[src/rtl/adder_scheduler.sv]
// Two-requester round-robin front end for a single shared multi-cycle FP adder.
// Accepts one operation at a time, drives the adder and holds the captured result until consumed.
module adder_scheduler #(
  parameter int Mantissa_Size = 23,
  parameter int Exponent_Size = 8,
  parameter int TIMEOUT       = 32
) (
  input  logic                                 clk,
  input  logic                                 rst,

  input  logic                                 req0_valid,
  output logic                                 req0_ready,
  input  logic [Mantissa_Size+Exponent_Size:0] req0_a,
  input  logic [Mantissa_Size+Exponent_Size:0] req0_b,
  input  logic                                 req0_sub,

  input  logic                                 req1_valid,
  output logic                                 req1_ready,
  input  logic [Mantissa_Size+Exponent_Size:0] req1_a,
  input  logic [Mantissa_Size+Exponent_Size:0] req1_b,
  input  logic                                 req1_sub,

  output logic                                 resp_valid,
  input  logic                                 resp_ready,
  output logic                                 resp_id,
  output logic [Mantissa_Size+Exponent_Size:0] resp_result,
  output logic [4:0]                           resp_flags,

  output logic                                 add_enable,
  output logic                                 add_load,
  output logic [Mantissa_Size+Exponent_Size:0] add_A,
  output logic [Mantissa_Size+Exponent_Size:0] add_B,
  input  logic [Mantissa_Size+Exponent_Size:0] add_result,
  input  logic                                 add_done,
  input  logic                                 add_overflow,
  input  logic                                 add_underflow,
  input  logic                                 add_zero,
  input  logic                                 add_nan
);

  localparam int W  = Mantissa_Size + Exponent_Size + 1;
  localparam int CW = (TIMEOUT > 1) ? $clog2(TIMEOUT) : 1;
  localparam logic [CW-1:0] LAST_COUNT = CW'(TIMEOUT - 1);

  typedef enum logic [2:0] {IDLE, LOAD, SETTLE, WAIT, RESP} state_t;

  state_t         state_reg;
  logic           last_grant_reg;
  logic           op_id_reg;
  logic [CW-1:0]  count_reg;
  logic           resp_valid_reg;
  logic           resp_id_reg;
  logic [W-1:0]   resp_result_reg;
  logic [4:0]     resp_flags_reg;
  logic           add_enable_reg;
  logic           add_load_reg;
  logic [W-1:0]   add_a_reg;
  logic [W-1:0]   add_b_reg;

  logic [1:0]     req_valid;
  logic [1:0]     req_sub;
  logic [1:0]     ready_vec;
  logic [W-1:0]   req_a [2];
  logic [W-1:0]   req_b [2];
  logic           grant_id;
  logic           transfer;
  logic [W-1:0]   grant_a;
  logic [W-1:0]   grant_b;
  logic           grant_sub;

  assign req_valid = {req1_valid, req0_valid};
  assign req_sub   = {req1_sub, req0_sub};
  assign req_a[0]  = req0_a;
  assign req_a[1]  = req1_a;
  assign req_b[0]  = req0_b;
  assign req_b[1]  = req1_b;

  // Under contention the requester not served last wins; otherwise whoever is valid.
  always_comb begin
    grant_id = req_valid[1];
    if (&req_valid) begin
      grant_id = ~last_grant_reg;
    end
  end

  genvar gi;
  generate
    for (gi = 0; gi < 2; gi++) begin : g_ready
      assign ready_vec[gi] = ~rst && (state_reg == IDLE) && req_valid[gi]
                             && (grant_id == 1'(gi));
    end
  endgenerate

  assign transfer  = |ready_vec;
  assign grant_a   = req_a[grant_id];
  assign grant_b   = req_b[grant_id];
  assign grant_sub = req_sub[grant_id];

  always_ff @(posedge clk) begin
    if (rst) begin
      state_reg       <= IDLE;
      last_grant_reg  <= 1'b1;
      op_id_reg       <= 1'b0;
      count_reg       <= '0;
      resp_valid_reg  <= 1'b0;
      resp_id_reg     <= 1'b0;
      resp_result_reg <= '0;
      resp_flags_reg  <= '0;
      add_enable_reg  <= 1'b0;
      add_load_reg    <= 1'b0;
      add_a_reg       <= '0;
      add_b_reg       <= '0;
    end else begin
      add_enable_reg <= 1'b1;
      add_load_reg   <= 1'b0;
      case (state_reg)
        IDLE: begin
          if (transfer) begin
            add_a_reg      <= grant_a;
            add_b_reg      <= {grant_b[W-1] ^ grant_sub, grant_b[W-2:0]};
            op_id_reg      <= grant_id;
            last_grant_reg <= grant_id;
            add_load_reg   <= 1'b1;
            state_reg      <= LOAD;
          end
        end
        LOAD: begin
          state_reg <= SETTLE;
        end
        SETTLE: begin
          // add_done may still reflect the previous operation here, so it is not looked at.
          count_reg <= '0;
          state_reg <= WAIT;
        end
        WAIT: begin
          if (add_done) begin
            resp_result_reg <= add_result;
            resp_flags_reg  <= {1'b0, add_nan, add_zero, add_underflow, add_overflow};
            resp_id_reg     <= op_id_reg;
            resp_valid_reg  <= 1'b1;
            state_reg       <= RESP;
          end else if (count_reg == LAST_COUNT) begin
            resp_result_reg <= '0;
            resp_flags_reg  <= 5'b10000;
            resp_id_reg     <= op_id_reg;
            resp_valid_reg  <= 1'b1;
            state_reg       <= RESP;
          end else begin
            count_reg <= count_reg + 1'b1;
          end
        end
        RESP: begin
          if (resp_ready) begin
            resp_valid_reg <= 1'b0;
            state_reg      <= IDLE;
          end
        end
        default: begin
          state_reg <= IDLE;
        end
      endcase
    end
  end

  assign req0_ready  = ready_vec[0];
  assign req1_ready  = ready_vec[1];
  assign resp_valid  = resp_valid_reg;
  assign resp_id     = resp_id_reg;
  assign resp_result = resp_result_reg;
  assign resp_flags  = resp_flags_reg;
  assign add_enable  = add_enable_reg;
  assign add_load    = add_load_reg;
  assign add_A       = add_a_reg;
  assign add_B       = add_b_reg;

endmodule

[config.mk]
export PLATFORM = sky130hd
export DESIGN_NAME = adder_scheduler
export DESIGN_NICKNAME = d
export VERILOG_FILES = /design/src/rtl/adder_scheduler.sv
export SDC_FILE = /design/constraint.sdc
export NUM_CORES = 1
export LEC_CHECK = 0
export CORE_MARGIN = 1
export CORE_UTILIZATION = 35
export CTS_CLUSTER_SIZE = 8
export DETAILED_ROUTE_END_ITERATION = 10
export GPL_TIMING_DRIVEN = 0
export PLACE_DENSITY = 0.76
export SLEW_MARGIN = 5
export SYNTH_ARGS = -nofsm -noshare
export SYNTH_HDL_FRONTEND = slang
export SYNTH_SLANG_ARGS = --single-unit
[constraint.sdc]
create_clock -name clk -period 1.77 [get_ports clk]
set_clock_uncertainty 0.05 [all_clocks]
set_input_delay 0.177 -clock clk [delete_from_list [all_inputs] [get_ports clk]]
set_output_delay 0.177 -clock clk [all_outputs]
set_load 0.1 [all_outputs]
==> impl_metrics.toml <==
[status]
outcome = "finished, violations left"
violations = "setup timing"

[floorplan]
start_util_pct = 36.4
die_w_um = 123
rows = 43
die_y_um = 123
io_pins = 279
dieArea_um2 = 15100
core_area_um2 = 14100

[logic_synthesis]
syn-num-nets = 716
ys_seq_area_share_pct = 44.9
synth_compound_area_share_pct = 36.0
synth_xor_area_share_pct = 0.342
synth_top_area_share_pct = 44.9
synthMostInstantiatedCell = "dfxtp_1"
ys_seq_elements = 115
synth.top_cells.by_count = "115 x dfxtp_1, 68 x inv_1, 63 x o32ai_1, 41 x a21oi_1, 41 x o21ai_0"
synth-main-ff-cell = "dfxtp_1"
async_flop_share_pct = 0
synth-edff-count = 0
synth_simple_gate_area_share_pct = 6.86
synth.distinct_cells = 40
synth-adder-area-share_pct = 0.488
syn_area_per_cell_um2 = 9.46
synth_mux_area_share_pct = 0.586
yosysTopAreaCell = "dfxtp_1"
synthesis.area_um2 = 5130
ys_top_cells_by_area = "dfxtp_1 45%, a221oi_2 12%, o32ai_1 11%, inv_1 5.0%, a21oi_1 4.0%"
ys_warn_count = 0
postSynthCellCount = 542
synth_top_family_by_area = "compound AO/OA/AOI/OAI gates"

[placed_design]
dpl_cell_area_um2 = 8170
dp.final_hpwl_mm = 13.2
gp_congestion = 0.823
portBuffers = 278
dp_worst_setup_slack_ps = -1170

[critical_path]
cp-end-kind = "output port"
crit_fanout = 5
cpLargestDelayFamily = "simple AND/OR/NAND/NOR gates"
worst-setup-path-type = "flip-flop to output port"
crit_required_ps = 1540
cpPeakStageDelay_ps = 520
worstRegToRegCells = 7
cp.buffers_inverters = 2
crit_end = "req0_ready"
setup.worst_path.start = "state_reg[1]"
r2r_start = "state_reg[1]"
cp.arrival_ps = 1760
crit_slowest_cell = "or4_4"
crit_chain = "buf_6 > or4_4 > nor3_4 > buf_12"
rrSetupSlack_ps = 40
start_kind = "flip-flop"
r2r_end = "add_B[30]"
path_depth = 4

[detailed_routing]
firstDrtPassIters = 4
ant_nets = 0
viasPerCell = 5.30
wirelength_mm = 18.4
via_count = 5537
drc = 0
drt-initial-drc-count = 235
post_drt_wl_per_cell_um = 17.6

[timing]
hold_violations = 0
worst_pin_slew_ps = 725
clock.fmax_ghz = 0.504
final.period_utilization_pct = 112
tns_ps = -386
relSlewSlack_pct = 51.7
fin_crit_ps = 1980
setup_viol = 2
grt_setup_unrepaired = "yes"
setup_ws_ps = -213
maxSlewViolCount = 0

[global_route]
grt_pass1_wl_mm = 27.4
overflow = 0
busiest_layer = "met2"
use_met1_pct = 26.2
grt_util_met3_pct = 8.76
met2_usage_pct = 41.6
grt_max_degree = 17
track_usage_pct = 23.8
grt_pass1_vias = 5339
antenna_found_initial = 2

[clock_tree]
cts.sinks = 115
clockBufferDepth = 2
cts_tree = "yes"
cts.clk_slew.worst_paths_ps = 50
cts_made_buffers = 17
clockRootBuffer = "clkbuf_16"
clock_latency_ps = 410
htree_levels = 4

[finish]
fin_util_pct = 65.5
num-nets-final = 1025
drive_above_1_share_pct = 29.7
fillers = 1178
area_growth_pct = 80.1
final_area_um2 = 9240

[pwr]
vdd_drop_max_mv = 0.602
p_total_mw = 9.68
power.density_nw_per_um2 = 1050
leakage_nw = 3.23

[worst_hold_path]
hold_path_class = "primary input to flip-flop"

[flow_run]
drv_cap = 0
==> worst reg2reg max path, stage by stage, from the launching register on <==
cell and delay (ps):
dfxtp_2 320, buf_6 120, buf_4 130, nor4_4 280
o21ai_2 130, buf_6 180, buf_12 160, a221oi_2 270
==> per-layer routing <==
metal,vias to the layer above,share of wire [%]
li1,2674,-
met1,2625,39
met2,215,50
met3,23,9.1
met4,0,1.6
met5,-,0
==> how the worst min path moves through the flow <==
stage	startpoint	endpoint	slack, ps	depth (start not counted)
final	req1_valid	last_grant_reg	170	3
after global routing	req1_valid	last_grant_reg	230	3
after CTS	add_result[21]	resp_result[21]	250	3
after detailed placement	add_B[20]	add_B[20]	400	2
after global placement	add_A[1]	add_A[1]	400	2
after floorplan	add_overflow	resp_flags[0]	260	2
==> power breakdown <==
part	switching [mW]	internal, mW	leakage [nW]	total [mW]
Sequential	0.0944	2.78	0.942	2.88
Combinational	2.06	1.01	1.98	3.07
Clock	1.17	2.55	0.309	3.73
Total	3.33	6.34	3.23	9.68
==> layout make-up <==
cell class / count / area [µm²] / share of cell area [%]
clock buffer: 21 / 460 / 4.98
timing repair buffer: 291 / 3050 / 33.0
inverter: 69 / 259 / 2.80
tap: 180 / 225 / 2.44
clock inverter: 10 / 180 / 1.95
antenna: 2 / 5.00 / 0.0542
buffer: 61 / 379 / 4.10
sequential: 115 / 2310 / 25.0
multi-input combinational: 296 / 2370 / 25.7
==> cell usage in the layout, fill, tap and decap left out, types with 4 or more instances in the layout <==
master / synthesis / layout
clkbuf_2: 0 / 7
clkdlybuf4s50_1: 0 / 170
bufinv_16: 0 / 5
nand2_1: 40 / 40
buf_12: 0 / 5
nand3_1: 4 / 4
a221oi_1: 23 / 17
clkdlybuf4s15_2: 0 / 105
clkbuf_4: 0 / 4
buf_4: 0 / 17
buf_2: 21 / 18
dfxtp_1: 115 / 111
inv_1: 68 / 68
a221oi_2: 40 / 46
dfxtp_2: 0 / 4
clkbuf_16: 0 / 18
clkbuf_1: 31 / 21
a21oi_1: 41 / 41
o21ai_0: 41 / 41
o32ai_1: 63 / 63
==> kinds of logic (layout without fill, tap and decap cells) <==
| group | count (synthesis) | after routing |
|---|---|---|
| and+or+nand+nor | 71 | 71 |
| DFF | 115 | 115 |
| adders and majority gates | 2 | 2 |
| xor gates and xnor gates | 2 | 2 |
| AOI/OAI and AO/OA | 218 | 218 |
| buffers and inverters | 131 | 452 |
| other | 0 | 2 |
| muxes | 3 | 3 |
==> metrics by stage <==
step | hold WS (ps) | instances
finish | 168 | 1045
global route | 227 | 1045
CTS | 246 | 1036
detailed placement | 400 | 1000
global placement | 397 | 1000
floorplan | 263 | 542
==> timing repair <==
action,CTS,global route
hold buffers,0,0
resized for setup,358,42
setup buffers,5,6
setup endpoints to repair,177,75
pin swaps,2,16
gates cloned,0,2
No activity file was read; power rests on OpenSTA's default activity.
